<file path="src/rtl/fetch_unit.sv">
// Instruction-fetch stage: owns the PC, the I-cache request handshake and the IF/ID register.
// A one-entry buffer holds an instruction returned during a stall so it is never refetched.
module fetch_unit #(
  parameter int unsigned         WORD_W  = 32,
  parameter logic [WORD_W-1:0]   PC_INIT = '0
) (
  input  logic              CLK,
  input  logic              RST,
  input  logic              ifid_en,
  input  logic              ifid_flush,
  input  logic              mem_stall,
  input  logic [2:0]        exmem_PCSrc,
  input  logic              exmem_ZeroFlag,
  input  logic [WORD_W-1:0] exmem_target,
  input  logic              halt,
  input  logic              ihit,
  input  logic [WORD_W-1:0] imemload,
  output logic              imemREN,
  output logic [WORD_W-1:0] imemaddr,
  output logic [WORD_W-1:0] ifid_instr,
  output logic [WORD_W-1:0] ifid_npc,
  output logic              ifid_valid,
  output logic [WORD_W-1:0] pc
);

  typedef enum logic [1:0] {StFetch, StDrain, StHalt} state_e;

  localparam logic [WORD_W-1:0] Four = WORD_W'(4);

  state_e            state;
  logic [WORD_W-1:0] req_addr;
  logic [WORD_W-1:0] buf_instr;
  logic              buf_valid;

  logic              redir;
  logic              advance;
  logic              fetch_hit;
  logic [WORD_W-1:0] pc_plus4;

  always_comb begin
    redir = (exmem_PCSrc == 3'b001) ||
            ((exmem_PCSrc == 3'b010) && exmem_ZeroFlag) ||
            ((exmem_PCSrc == 3'b110) && !exmem_ZeroFlag);
    advance   = ifid_en && !mem_stall;
    pc_plus4  = pc + Four;
    fetch_hit = ihit && (state == StFetch) && !buf_valid;

    imemREN  = 1'b0;
    imemaddr = pc;
    unique case (state)
      StFetch: imemREN = !buf_valid;
      StDrain: begin
        // Keep the outstanding request stable until the cache answers.
        imemREN  = 1'b1;
        imemaddr = req_addr;
      end
      default: imemREN = 1'b0;
    endcase
  end

  always_ff @(posedge CLK) begin
    if (RST) begin
      state      <= StFetch;
      pc         <= PC_INIT;
      req_addr   <= '0;
      buf_instr  <= '0;
      buf_valid  <= 1'b0;
      ifid_instr <= '0;
      ifid_npc   <= '0;
      ifid_valid <= 1'b0;
    end else if (state == StHalt) begin
      ifid_instr <= '0;
      ifid_npc   <= '0;
      ifid_valid <= 1'b0;
    end else begin
      if (state == StFetch) begin
        if (halt) begin
          state <= StHalt;
        end else if (redir && !ihit && imemREN) begin
          req_addr <= pc;
          state    <= StDrain;
        end
      end else if (ihit) begin
        // Late data for the abandoned request is discarded.
        state <= StFetch;
      end

      if (redir) begin
        pc         <= exmem_target;
        buf_valid  <= 1'b0;
        ifid_instr <= '0;
        ifid_npc   <= '0;
        ifid_valid <= 1'b0;
      end else if (ifid_flush) begin
        ifid_instr <= '0;
        ifid_npc   <= '0;
        ifid_valid <= 1'b0;
      end else if (advance) begin
        if (buf_valid) begin
          ifid_instr <= buf_instr;
          ifid_npc   <= pc_plus4;
          ifid_valid <= 1'b1;
          pc         <= pc_plus4;
          buf_valid  <= 1'b0;
        end else if (fetch_hit) begin
          ifid_instr <= imemload;
          ifid_npc   <= pc_plus4;
          ifid_valid <= 1'b1;
          pc         <= pc_plus4;
        end else begin
          ifid_instr <= '0;
          ifid_npc   <= '0;
          ifid_valid <= 1'b0;
        end
      end else if (fetch_hit) begin
        buf_instr <= imemload;
        buf_valid <= 1'b1;
      end
    end
  end

endmodule

</file>
<file path="config.mk">
export PLATFORM = sky130hd
export DESIGN_NAME = fetch_unit
export DESIGN_NICKNAME = d
export VERILOG_FILES = /design/src/rtl/fetch_unit.sv
export SDC_FILE = /design/constraint.sdc
export NUM_CORES = 1
export LEC_CHECK = 0
export BUFFER_PORTS_ARGS = -buffer_cell sky130_fd_sc_hd__clkbuf_2
export CAP_MARGIN = 20
export CELL_PAD_IN_SITES_DETAIL_PLACEMENT = 1
export CELL_PAD_IN_SITES_GLOBAL_PLACEMENT = 2
export CORE_AREA = 2 2 153 155
export CTS_CLUSTER_SIZE = 14
export DETAILED_ROUTE_END_ITERATION = 16
export DIE_AREA = 0 0 155 157
export PLACE_DENSITY_LB_ADDON = 0.1
export SLEW_MARGIN = 20
export SYNTH_ARGS = -nofsm -noshare
export SYNTH_HDL_FRONTEND = slang
export SYNTH_SLANG_ARGS = --single-unit
</file>
<file path="constraint.sdc">
create_clock -name CLK -period 3.5 [get_ports CLK]
set_input_delay 0.35 -clock CLK [delete_from_list [all_inputs] [get_ports CLK]]
set_output_delay 0.35 -clock CLK [all_outputs]
set_load 0.01 [all_outputs]
</file>
# Yosys cells after proc, flatten, opt, wreduce, memory -nomap -nowiden
# Index checks and enable logic that the tools add are counted.
[word_totals]
register_bits = 164
[classes]
n_addsub = 1
n_eq_ne = 7
n_mux = 21
bitwise = 5
n_reduce_logical = 24
[ops]
columns = ["operator", "count"]
rows = [
  ["32-bit 2-to-1 mux", 10],
  ["32-bit by 3-bit adder with 32-bit output, second input constant", 1],
  ["2-bit 2-to-1 mux", 4],
  ["4-bit AND reduction", 2],
  ["1-bit logical AND", 7],
  ["1-bit 2-to-1 mux", 6],
  ["3-bit AND reduction", 2],
  ["3-bit nonzero test", 2],
  ["1-bit NOT", 5],
  ["5-bit AND reduction", 1],
  ["1-bit zero test", 4],
  ["2-bit nonzero test", 2],
  ["4-bit OR reduction", 1],
  ["3-bit by 1-bit == test with 1-bit output, second input constant", 1],
  ["3-bit by 2-bit == test with 1-bit output, second input constant", 1],
  ["3-bit == test, second input constant", 1],
  ["3-bit by 2-bit inequality test with 1-bit output, second input constant", 1],
  ["2-bit by 1-bit == test with 1-bit output, second input constant", 1],
  ["2-bit == test, second input constant", 1],
  ["2-bit zero test", 1],
  ["1-bit logical OR", 2],
  ["2-bit by 1-bit inequality test with 1-bit output, second input constant", 1],
  ["1-bit case mux with 2 select lines", 1],
]

# Logic depth before layout (Yosys ltp)
# Gate-level depths: netlist of the first run.
[logic_depth]
word_depth = 9
mapped_depth = 7
ltp_nobuf = 6

# Worst setup path before layout of the first run
# No wires, ideal clock.
[synth_timing]
kind = "reg2reg"
startpoint = "register pc[2]"
endpoint = "register pc[22]"
setup_time_ps = 122
arrival_ps = 2024
t_required_ps = 3378
setup_slack_ps = 1354
stages_incl_launch_ff = 7
path_buffers = 0
synth_period_minus_slack_ps = 2146
cell_sequence = "dfxtp_1 -> ha_1 -> nand3_2 -> nor4_4 -> nand2_2 -> a21o_1 -> a221o_1"
[synth_via]
elab_chain_len = 6
[synth_lines]
columns = ["element", "line", "text"]
rows = [
  ["from (decl)", "23", "output logic [WORD_W-1:0] pc"],
  ["from (signal assigned)", "89", "pc <= exmem_target;"],
  ["from (signal assigned)", "103", "pc <= pc_plus4;"],
  ["from (signal assigned)", "109", "pc <= pc_plus4;"],
  ["32-bit by 3-bit adder with 32-bit output (*)", "45", "pc_plus4 = pc + Four;"],
  ["32-bit 2-to-1 mux", "105", "end else if (fetch_hit) begin"],
  ["32-bit 2-to-1 mux (*)", "99", "if (buf_valid) begin"],
  ["32-bit 2-to-1 mux (*)", "98", "end else if (advance) begin"],
  ["32-bit 2-to-1 mux (*)", "94", "end else if (ifid_flush) begin"],
  ["32-bit 2-to-1 mux (*)", "88", "if (redir) begin"],
]
# Mark *: on every way between the ends. The rest lies on a longest branch, timed or not. The select of a mux whose other input is x is not followed.
# A chain may end at the register's enable or synchronous reset.

# Worst setup path in the final report of the first run
[layout_timing]
startpoint = "register state[0]"
endpoint = "output imemaddr[13]"
[layout_via]
elab_chain_len = 2
[layout_lines]
columns = ["element", "line", "text"]
rows = [
  ["from (decl)", "30", "state_e state;"],
  ["from (signal assigned)", "63", "state <= StFetch;"],
  ["from (signal assigned)", "78", "state <= StHalt;"],
  ["from (signal assigned)", "81", "state <= StDrain;"],
  ["2-bit by 1-bit == test with 1-bit output", "50", "unique case (state)"],
  ["32-bit 2-to-1 mux", "50", ""],
  ["to (decl)", "19", "output logic [WORD_W-1:0] imemaddr,"],
]
# No other way between the ends.

==> metrics.json, run 1 <==
{
  "run_status": "complete, no violations",
  "core_box_area_um2": 22500,
  "maximum_fanout_encountered_on_the_critical_timing_path": 20,
  "via_count_of_the_first_global_routing_pass": 6531,
  "finish.instance_area_um2": 9260,
  "p_leak_nw": 4.21,
  "floorplan.initialDensity": 0.328,
  "detailroute.via_count": 6655,
  "crit_path_start": "state[0]$_SDFFE_PP0P_",
  "via_density": 5.24,
  "final.period_utilization": 0.752,
  "wl_cell_um": 19.3,
  "synthesis.instances": 801,
  "synth_area_per_inst_um2": 9.23,
  "grt_max_degree": 52,
  "slew_viol_final": 0,
  "postRouteAntennaNets": 0,
  "io_buffers": 204,
  "synth.cell_area_um2": 7390,
  "synth.ff_latch_count": 164,
  "mostFrequentLayoutCells": "203 x sky130_fd_sc_hd__clkbuf_2, 164 x sky130_fd_sc_hd__dfxtp_1, 134 x sky130_fd_sc_hd__nor2_1",
  "post_cts_resize_count": 0,
  "design_power_total_mw": 4.47,
  "yosys.area_share.xor_xnor": 0.0308,
  "detail_route.first_pass.iterations": 4,
  "hp-class": "input port to register",
  "design.die.area_um2": 24300,
  "ff2ff_setup_slack_ns": 0.99,
  "detailed_place.area_um2": 8630,
  "globalplace.congestion": 0.731,
  "critPathCaptureType": "output pin",
  "finalNetCount": 1050,
  "hold_viol_final": 0,
  "simple_gate_share_of_the_synthesized_area": 0.189,
  "worst_ir_drop_vdd_mv": 0.270,
  "post-route-min-period_ns": 2.63,
  "measured_slew_at_the_worst_slew_check_pin_ns": 1.01,
  "most_common_cell_after_layout_fill_and_taps_aside": "sky130_fd_sc_hd__clkbuf_2",
  "clock_tree_from_tritoncts": "built",
  "cts.reportedPaths.clkPinSlew_ns": 0.07,
  "top_level_ports": 205,
  "worst-r2r-cell-count": 6,
  "std_cell_rows": 55,
  "setup_violations": 0,
  "ys_warns": 0,
  "netlist-cell-type-count": 65,
  "grt_setup_unrepaired": "no",
  "initial_antenna_violation_count": 0,
  "timing.hold.worst_endpoint": "pc[15]$_SDFFE_PP0P_",
  "h-tree-depth": 4,
  "final.setup.tns_ns": 0,
  "synth_top_area_frac": 0.444,
  "synth.area.mux_share": 0.125,
  "num_antenna_cells": 0,
  "finalWirelength_mm": 24.6,
  "synth_compound_area_frac": 0.162,
  "synth_fp_nets": 877,
  "worst_skew_pair.late_latency_ns": 0.44,
  "power_density_nw_per_um2": 483,
  "reg2reg_from": "pc[2]$_SDFFE_PP0P_",
  "worst_clock_skew_ns": 0.0171,
  "critical_register_to_register_path_endpoint": "pc[22]$_SDFFE_PP0P_",
  "synth_sequential_area_ratio": 0.444,
  "synth-async-reset-ratio": 0,
  "synth.largest_area_cell": "sky130_fd_sc_hd__dfxtp_1",
  "max_freq_mhz": 380,
  "synth-edff-count": 0,
  "synthTopCellsByArea": "sky130_fd_sc_hd__dfxtp_1 44%, sky130_fd_sc_hd__mux2i_1 8.7%, sky130_fd_sc_hd__nor2_1 6.9%, sky130_fd_sc_hd__a221oi_1 3.9%, sky130_fd_sc_hd__mux2_2 3.8%",
  "area.growth.synth_to_final_pct": 25.2,
  "drt_iter0_markers": 263,
  "ctsLongestPathBuffers": 2,
  "clk_root_buffer_cell": "sky130_fd_sc_hd__clkbuf_16",
  "critPathKind": "register to output pin",
  "synth_ff_type": "sky130_fd_sc_hd__dfxtp_1",
  "fraction_of_final_layout_cells_with_drive_strength_greater_than_1": 0.307,
  "worstHoldPathCells": 3,
  "drcViolationCount": 0,
  "grt_pass1_wl_mm": 38.1,
  "maxCapViolCount": 0,
  "post-dp-hpwl_mm": 16.7,
  "combinational_family_with_the_most_area_after_synthesis": "simple AND/OR/NAND/NOR gates",
  "critical_path.startpoint_type": "register",
  "cts_hold_repair.buffers": 0,
  "worst_hold_startpoint": "exmem_target[15]",
  "clkSinkCount": 164,
  "gr-total-overflow": 0,
  "worst_ep_arrival_time_ns": 2.28,
  "cts_inserted_buffers": 17,
  "cts_setup_buffers": 0,
  "cp.required_ns": 3.15,
  "die_y_um": 157,
  "die_w_um": 155,
  "synth_fa_ha_area_frac": 0.00169,
  "grt_util_all_layers": 0.201,
  "max_slew_margin": 0.325
}
cell usage after synthesis (all sizes together), types with 9 or more instances:
cell type / number
mux2i: 64
nor2: 136
a22o: 10
a21oi: 25
nor3: 45
nand4: 13
mux2: 25
xnor2: 17
inv: 13
clkbuf: 35
o21ai: 26
buf: 33
dfxtp: 164
nand2: 33
xor2: 9
a22oi: 22
nand3: 20
a221oi: 33
worst max-delay path by stage:
stage,depth (start not counted),slack (ns),endpoint
finish,5,0.87,imemaddr[13]
global route,5,0.73,imemaddr[17]
global placement,6,1.07,ifid_npc[24]$_SDFFE_PP0P_
floorplan,6,1.35,pc[22]$_SDFFE_PP0P_
CTS,5,0.81,imemaddr[13]
detailed placement,6,0.97,pc[22]$_SDFFE_PP0P_
cell type report:
| type | count | area [um2] |
|---|---|---|
| Fill cell | 2641 | 13200 |
| Multi-Input combinational cell | 556 | 3780 |
| Clock inverter | 11 | 176 |
| Inverter | 13 | 48.8 |
| Tap cell | 285 | 357 |
| Timing Repair Buffer | 222 | 1160 |
| Clock buffer | 20 | 447 |
| Sequential cell | 164 | 3280 |
where the power goes:
part / internal (mW) / total (mW) / switching (mW)
Combinational: 0.183 / 0.459 / 0.276
Sequential: 1.91 / 1.99 / 0.0742
Clock: 1.22 / 2.02 / 0.808
cells by family after synthesis:
family,after synthesis
adders and majority gates,1
and+or+nand+nor,280
DFF,164
muxes,89
xor gates and xnor gates,26
AOI/OAI and AO/OA,160
buffers and inverters,81
critical path: stages, from the launching register on:
cell                       delay, ns
sky130_fd_sc_hd__dfxtp_1        0.52
sky130_fd_sc_hd__inv_1          0.14
sky130_fd_sc_hd__nor2_4         0.33
sky130_fd_sc_hd__buf_4          0.34
sky130_fd_sc_hd__mux2_2         0.38
sky130_fd_sc_hd__clkbuf_2       0.13
layer usage:
layer  GRT usage  up-vias  wire length, um
met4      0.0573        0              232
li1            -     3249                -
met3      0.0317       17              835
met1       0.268     3252            11600
met2       0.338      137            11900
met5           0        -                0
sequential cells by signal, indices dropped and copies added (netlist names):
signal,flops
state,2
ifid_npc,32
pc,32
ifid_instr,32
req_addr,32
buf_instr,32
buf_valid,1
ifid_valid,1
per-stage QoR:
step	utilization	setup WS (ns)	hold slack [ns]	std cells
2_1_floorplan	-	1.35	0.458	801
4_1_cts	0.411	0.806	0.115	1271
5_1_grt	0.411	0.725	0.137	1271
6_report	0.411	0.869	0.124	1271
3_5_place_dp	0.384	0.966	0.454	1240
3_3_place_gp	0.384	1.07	0.441	1240
Power figures use the tool's default switching activity.
==> inputs of run 2 (changes only) <==
Settings changed: CORE_AREA 2 2 153 155 to 2 2 158 160, DIE_AREA 0 0 155 157 to 0 0 160 162.
Clock period 3.5 ns to 2.7 ns, I/O delays scaled along.
==> metrics.json, run 2 (synthesis results as in run 1) <==
{
  "grt_max_degree": {"value": 50, "change": "-3.8%"},
  "final.setup.tns": {"value": 0, "unit": "ns", "change": "unchanged"},
  "run_status": "complete, no violations",
  "via_count_of_the_first_global_routing_pass": {"value": 6758, "change": "+3.5%"},
  "die_w": {"value": 160, "unit": "um", "change": "+3.2%"},
  "p_leak": {"value": 4.28, "unit": "nW", "change": "+1.7%"},
  "worst_hold_startpoint": "exmem_target[13]",
  "io_buffers": {"value": 204, "change": "unchanged"},
  "std_cell_rows": {"value": 57, "change": "+3.6%"},
  "detail_route.first_pass.iterations": {"value": 5, "change": "+1"},
  "mostFrequentLayoutCells": "203 x sky130_fd_sc_hd__clkbuf_2, 164 x sky130_fd_sc_hd__dfxtp_1, 134 x sky130_fd_sc_hd__nor2_1",
  "clkSinkCount": {"value": 164, "change": "unchanged"},
  "initial_antenna_violation_count": {"value": 0, "change": "unchanged"},
  "finish.instance_area": {"value": 9410, "unit": "um2", "change": "+1.7%"},
  "floorplan.initialDensity": {"value": 0.307, "change": "-0.0218"},
  "cts_hold_repair.buffers": {"value": 0, "change": "unchanged"},
  "postRouteAntennaNets": {"value": 0, "change": "unchanged"},
  "final_critical_path_setup_slack": {"value": 0.406, "unit": "ns", "change": "-0.462 ns"},
  "via_density": {"value": 5.05, "change": "-3.6%"},
  "cp.required": {"value": 2.43, "unit": "ns", "change": "-0.72 ns"},
  "whs": {"value": 0.0357, "unit": "ns", "change": "-0.0878 ns"},
  "drcViolationCount": {"value": 0, "change": "unchanged"},
  "grt_setup_unrepaired": "no",
  "maxCapViolCount": {"value": 0, "change": "unchanged"},
  "top_level_ports": {"value": 205, "change": "unchanged"},
  "area.growth.synth_to_final_pct": 27.3,
  "crit_path_start": "state[0]$_SDFFE_PP0P_",
  "most_common_cell_after_layout_fill_and_taps_aside": "sky130_fd_sc_hd__clkbuf_2",
  "critPathCaptureType": "output pin",
  "cts_inserted_buffers": {"value": 17, "change": "unchanged"},
  "clock_tree_from_tritoncts": "built",
  "critical_path.cell_chain": "inv_1 > nor2_4 > buf_12 > mux2_2 > clkbuf_2",
  "slowest_delay": {"value": 0.52, "unit": "ns", "change": "about the same"},
  "design.die.area": {"value": 25900, "unit": "um2", "change": "+6.5%"},
  "cpLargestDelayFamily": "buffers and inverters",
  "power_density": {"value": 604, "unit": "nW/um2", "change": "+25%"},
  "worst_clock_skew": {"value": 0.0114, "unit": "ns", "change": "-0.00567 ns"},
  "finalWirelength": {"value": 25.2, "unit": "mm", "change": "+2.4%"},
  "measured_slew_at_the_worst_slew_check_pin": {"value": 0.820, "unit": "ns", "change": "-0.189 ns"},
  "wl_cell": {"value": 19.0, "unit": "um", "change": "-1.7%"},
  "num_antenna_cells": {"value": 0, "change": "unchanged"},
  "drt_iter0_markers": {"value": 325, "change": "+24%"},
  "setup_violations": {"value": 0, "change": "unchanged"},
  "post_cts_resize_count": {"value": 0, "change": "unchanged"},
  "worst_ep_arrival_time": {"value": 2.02, "unit": "ns", "change": "-0.26 ns"},
  "grt_util_all_layers": {"value": 0.195, "change": "-0.00596"},
  "critical_path.startpoint_type": "register",
  "max_freq_mhz": 436,
  "final.period_utilization": 0.849,
  "post-dp-hpwl": {"value": 17.5, "unit": "mm", "change": "+4.6%"},
  "critPathKind": "register to output pin",
  "ctsLongestPathBuffers": {"value": 2, "change": "unchanged"},
  "clk_root_buffer_cell": "sky130_fd_sc_hd__clkbuf_16",
  "reg2reg_from": "pc[2]$_SDFFE_PP0P_",
  "final_cell_count_no_fill": {"value": 1325, "change": "+4.2%"},
  "post-route-min-period_ns": 2.29,
  "gr-total-overflow": {"value": 0, "change": "unchanged"},
  "hp-class": "input port to register",
  "preCtsSetupSlack": {"value": 0.444, "unit": "ns", "change": "-0.522 ns"},
  "maximum_fanout_encountered_on_the_critical_timing_path": {"value": 39, "change": "+95%"},
  "hold_viol_final": {"value": 0, "change": "unchanged"},
  "detailroute.via_count": {"value": 6690, "change": "+0.53%"},
  "grt_pass1_wl": {"value": 39.5, "unit": "mm", "change": "+3.7%"},
  "max_slew_margin": {"value": 0.453, "change": "+0.128"},
  "h-tree-depth": {"value": 4, "change": "unchanged"},
  "placed_cells_incl_taps": {"value": 1293, "change": "+4.3%"},
  "detailed_place.area": {"value": 8820, "unit": "um2", "change": "+2.2%"},
  "cts_setup_buffers": {"value": 0, "change": "unchanged"},
  "slew_viol_final": {"value": 0, "change": "unchanged"},
  "cts.reportedPaths.clkPinSlew": {"value": 0.08, "unit": "ns", "change": "about the same"},
  "final_core_utilization": {"value": 0.390, "change": "-0.0210"},
  "worst_ir_drop_vdd": {"value": 0.307, "unit": "mV", "change": "+14%"},
  "design_power_total": {"value": 5.68, "unit": "mW", "change": "+27%"},
  "die_y": {"value": 162, "unit": "um", "change": "+3.2%"},
  "finalNetCount": {"value": 1064, "change": "+1.3%"},
  "critPathBufInv": {"value": 3, "change": "unchanged"},
  "crit_path_top_delay_cell": "sky130_fd_sc_hd__dfxtp_1",
  "core_box_area": {"value": 24100, "unit": "um2", "change": "+7.1%"},
  "worst_skew_pair.late_latency": {"value": 0.44, "unit": "ns", "change": "about the same"},
  "globalplace.congestion": {"value": 0.771, "change": "+5.4%"},
  "fraction_of_final_layout_cells_with_drive_strength_greater_than_1": {"value": 0.319, "change": "+0.0114"}
}
## run 2: cell count changes in the layout (fill, tap and decap cells not counted), sizes merged
cell / previous run / this run
clkinvlp: 3 / 2
clkbuf: 223 / 221
clkinv: 2 / 3
buf: 19 / 33
bufinv: 4 / 2
inv: 15 / 20
## run 2: power breakdown
group | internal [mW] | switching [mW]
clock network | 1.39 | 1.11
logic | 0.253 | 0.378
registers | 2.48 | 0.0764
total | 4.12 | 1.56
## run 2: cell type report
| class | instances | area, um2 |
|---|---|---|
| Clock inverter | 14 | 161 |
| Timing Repair Buffer | 236 | 1300 |
| Fill cell | 2917 | 14700 |
| Clock buffer | 18 | 429 |
| Inverter | 13 | 48.8 |
| Multi-Input combinational cell | 556 | 3780 |
| Sequential cell | 164 | 3280 |
| Tap cell | 324 | 405 |
## run 2: worst paths after layout
| path | endpoint | slack [ns] | cells past startpoint |
|---|---|---|---|
| max | imemaddr[22] | 0.41 | 5 |
| max reg2reg | pc[22]$_SDFFE_PP0P_ | 0.42 | 7 |
| min reg2reg | ifid_npc[28]$_SDFFE_PP0P_ | 0.47 | 1 |
| min | pc[13]$_SDFFE_PP0P_ | 0.04 | 3 |
## run 2: worst reg2reg max path, cell delays in order (launching register included)
cell                      delay, ns
sky130_fd_sc_hd__dfxtp_1       0.50
sky130_fd_sc_hd__ha_1          0.34
sky130_fd_sc_hd__nand3_2       0.23
sky130_fd_sc_hd__nor4_4        0.31
sky130_fd_sc_hd__buf_4         0.22
sky130_fd_sc_hd__nand2_2       0.09
sky130_fd_sc_hd__a21o_1        0.19
sky130_fd_sc_hd__a221o_1       0.28
## run 2: metal layers
| layer | wire length, um | track usage | vias to the layer above |
|---|---|---|---|
| met4 | 225 | 0.0430 | 0 |
| met2 | 11900 | 0.323 | 160 |
| li1 | - | - | 3276 |
| met3 | 1220 | 0.0455 | 15 |
| met1 | 11800 | 0.260 | 3239 |
| met5 | 0 | 0 | - |
==> inputs of run 3 (changes only) <==
Clock period 2.7 ns to 2.3 ns, I/O delays scaled along.
==> metrics.json, run 3 (synthesis results as in run 1) <==
{
  "run_status": "complete, no violations",
  "setup_violations": {"value": 0, "change": "unchanged"},
  "io_buffers": {"value": 204, "change": "unchanged"},
  "p_clk_frac": {"value": 0.447, "change": "+0.007"},
  "finalNetCount": {"value": 1093, "change": "+2.7%"},
  "power_switching_share": {"value": 0.271, "change": "-0.00456"},
  "critPathKind": "register to output pin",
  "gr-usage-met2": {"value": 0.334, "change": "+0.0106"},
  "cts_hold_repair.buffers": {"value": 0, "change": "unchanged"},
  "initial_antenna_violation_count": {"value": 1, "change": "+1"},
  "h-tree-depth": {"value": 4, "change": "unchanged"},
  "worst_skew_pair.late_latency": {"value": 0.43, "unit": "ns", "change": "about the same"},
  "grt_util_all_layers": {"value": 0.198, "change": "+0.00288"},
  "slew_viol_final": {"value": 0, "change": "unchanged"},
  "core_box_area": {"value": 24100, "unit": "um2", "change": "unchanged"},
  "finish.instance_area": {"value": 9650, "unit": "um2", "change": "+2.6%"},
  "post_cts_resize_count": {"value": 0, "change": "unchanged"},
  "max_slew_margin": {"value": 0.482, "change": "+0.0289"},
  "detailed_place.area": {"value": 9040, "unit": "um2", "change": "+2.5%"},
  "measured_slew_at_the_worst_slew_check_pin": {"value": 0.777, "unit": "ns", "change": "-0.0432 ns"},
  "detailroute.via_count": {"value": 6775, "change": "+1.3%"},
  "critPathCaptureType": "output pin",
  "top_usage_layer": "met2",
  "slowest_delay": {"value": 0.45, "unit": "ns", "change": "-0.07 ns"},
  "maxCapViolCount": {"value": 0, "change": "unchanged"},
  "most_common_cell_after_layout_fill_and_taps_aside": "sky130_fd_sc_hd__clkbuf_2",
  "grt_use_met3": {"value": 0.0490, "change": "+0.00358"},
  "net_switching_power_of_the_design": {"value": 1.85, "unit": "mW", "change": "+18%"},
  "cp.required": {"value": 2.07, "unit": "ns", "change": "-0.36 ns"},
  "grt_setup_unrepaired": "no",
  "floorplan.initialDensity": {"value": 0.307, "change": "unchanged"},
  "power.share.sequential": {"value": 0.435, "change": "-0.014"},
  "grt_max_degree": {"value": 50, "change": "unchanged"},
  "comb_power_share": {"value": 0.118, "change": "+0.007"},
  "power_density": {"value": 708, "unit": "nW/um2", "change": "+17%"},
  "critical_path.cell_chain": "inv_1 > nor2_4 > buf_4 > mux2_2 > clkbuf_2",
  "clkSinkCount": {"value": 164, "change": "unchanged"},
  "num_antenna_cells": {"value": 0, "change": "unchanged"},
  "clk_root_buffer_cell": "sky130_fd_sc_hd__clkbuf_16",
  "finalWirelength": {"value": 25.5, "unit": "mm", "change": "+1.3%"},
  "whs": {"value": 0.0201, "unit": "ns", "change": "-0.0156 ns"},
  "worst_ep_arrival_time": {"value": 1.90, "unit": "ns", "change": "-0.12 ns"},
  "crit_path_top_delay_cell": "sky130_fd_sc_hd__dfxtp_1",
  "fraction_of_final_layout_cells_with_drive_strength_greater_than_1": {"value": 0.339, "change": "+0.0202"},
  "design.die.area": {"value": 25900, "unit": "um2", "change": "unchanged"},
  "gr-total-overflow": {"value": 0, "change": "unchanged"},
  "area.growth.synth_to_final_pct": 30.6,
  "die_w": {"value": 160, "unit": "um", "change": "unchanged"},
  "drt_iter0_markers": {"value": 285, "change": "-12%"},
  "globalRouteMet1Util": {"value": 0.259, "change": "-0.00192"},
  "clock_tree_from_tritoncts": "built",
  "hold_viol_final": {"value": 0, "change": "unchanged"},
  "worst_ir_drop_vdd": {"value": 0.380, "unit": "mV", "change": "+24%"},
  "detail_route.first_pass.iterations": {"value": 4, "change": "-1"},
  "wl_cell": {"value": 18.8, "unit": "um", "change": "-0.84%"},
  "post-route-min-period_ns": 2.13,
  "hp-class": "input port to register",
  "globalplace.congestion": {"value": 0.773, "change": "+0.36%"},
  "critical_path.startpoint_type": "register",
  "final.period_utilization": 0.924,
  "cts_setup_buffers": {"value": 0, "change": "unchanged"},
  "cts_inserted_buffers": {"value": 17, "change": "unchanged"},
  "postRouteAntennaNets": {"value": 0, "change": "unchanged"},
  "max_freq_mhz": 470,
  "worst_clock_skew": {"value": 0.0112, "unit": "ns", "change": "-0.000205 ns"},
  "cts.reportedPaths.clkPinSlew": {"value": 0.07, "unit": "ns", "change": "about the same"},
  "via_count_of_the_first_global_routing_pass": {"value": 6921, "change": "+2.4%"},
  "final.setup.tns": {"value": 0, "unit": "ns", "change": "unchanged"},
  "die_y": {"value": 162, "unit": "um", "change": "unchanged"},
  "p_int": {"value": 4.98, "unit": "mW", "change": "+21%"},
  "std_cell_rows": {"value": 57, "change": "unchanged"},
  "maximum_fanout_encountered_on_the_critical_timing_path": {"value": 11, "change": "-72%"},
  "mostFrequentLayoutCells": "203 x sky130_fd_sc_hd__clkbuf_2, 164 x sky130_fd_sc_hd__dfxtp_1, 133 x sky130_fd_sc_hd__nor2_1",
  "post-dp-hpwl": {"value": 18.0, "unit": "mm", "change": "+2.9%"},
  "top_level_ports": {"value": 205, "change": "unchanged"},
  "drcViolationCount": {"value": 0, "change": "unchanged"},
  "grt_pass1_wl": {"value": 40.4, "unit": "mm", "change": "+2.2%"},
  "ctsLongestPathBuffers": {"value": 2, "change": "unchanged"},
  "p_leak": {"value": 4.45, "unit": "nW", "change": "+3.9%"},
  "via_density": {"value": 5.00, "change": "-0.90%"}
}
run 3: worst paths after layout:
path | slack (ns) | endpoint | from | cells past startpoint
max | 0.17 | imemaddr[6] | state[0]$_SDFFE_PP0P_ | 5
min | 0.02 | pc[29]$_SDFFE_PP0P_ | exmem_target[29] | 3
max reg2reg | 0.24 | pc[29]$_SDFFE_PP0P_ | state[0]$_SDFFE_PP0P_ | 7
min reg2reg | 0.47 | ifid_npc[21]$_SDFFE_PP0P_ | ifid_npc[21]$_SDFFE_PP0P_ | 1
run 3: metrics by stage:
step	util	cells	power [mW]	worst slack, ns
after floorplan	-	801	3.48	0.154
after global placement	0.375	1322	3.85	0.175
after detailed placement	0.375	1322	3.86	0.0831
after CTS	0.400	1354	6.94	0.0884
after global routing	0.400	1354	7.15	0.0391
final	0.400	1354	6.83	0.174
run 3: routing by layer:
layer	wire, um	up-vias
met5	13	-
met4	200	2
met3	1210	13
met2	12000	146
met1	12100	3279
li1	-	3335
run 3: power by group through the flow:
| stage | combinational [mW] | sequential, mW | clock [mW] |
|---|---|---|---|
| after floorplan | 0.434 | 3.05 | 0 |
| after global placement | 0.813 | 3.04 | 0 |
| after detailed placement | 0.817 | 3.04 | 0 |
| after global routing | 0.888 | 2.98 | 3.28 |
| final | 0.804 | 2.97 | 3.06 |
| after CTS | 0.821 | 2.97 | 3.15 |
run 3: area by class of cell:
class	count	area, um2
Inverter	13	48.8
Sequential cell	164	3280
Tap cell	324	405
Fill cell	2894	14500
Timing Repair Buffer	265	1520
Multi-Input combinational cell	556	3780
Clock buffer	18	429
Clock inverter	14	186
run 3: worst max-delay path, delay by kind of cell, from the launching register on:
kind                   cells  cell delay (ns)
flip-flops                 1             0.45
AND/OR/NAND/NOR            1             0.17
multiplexers               1             0.35
buffers and inverters      3             0.49
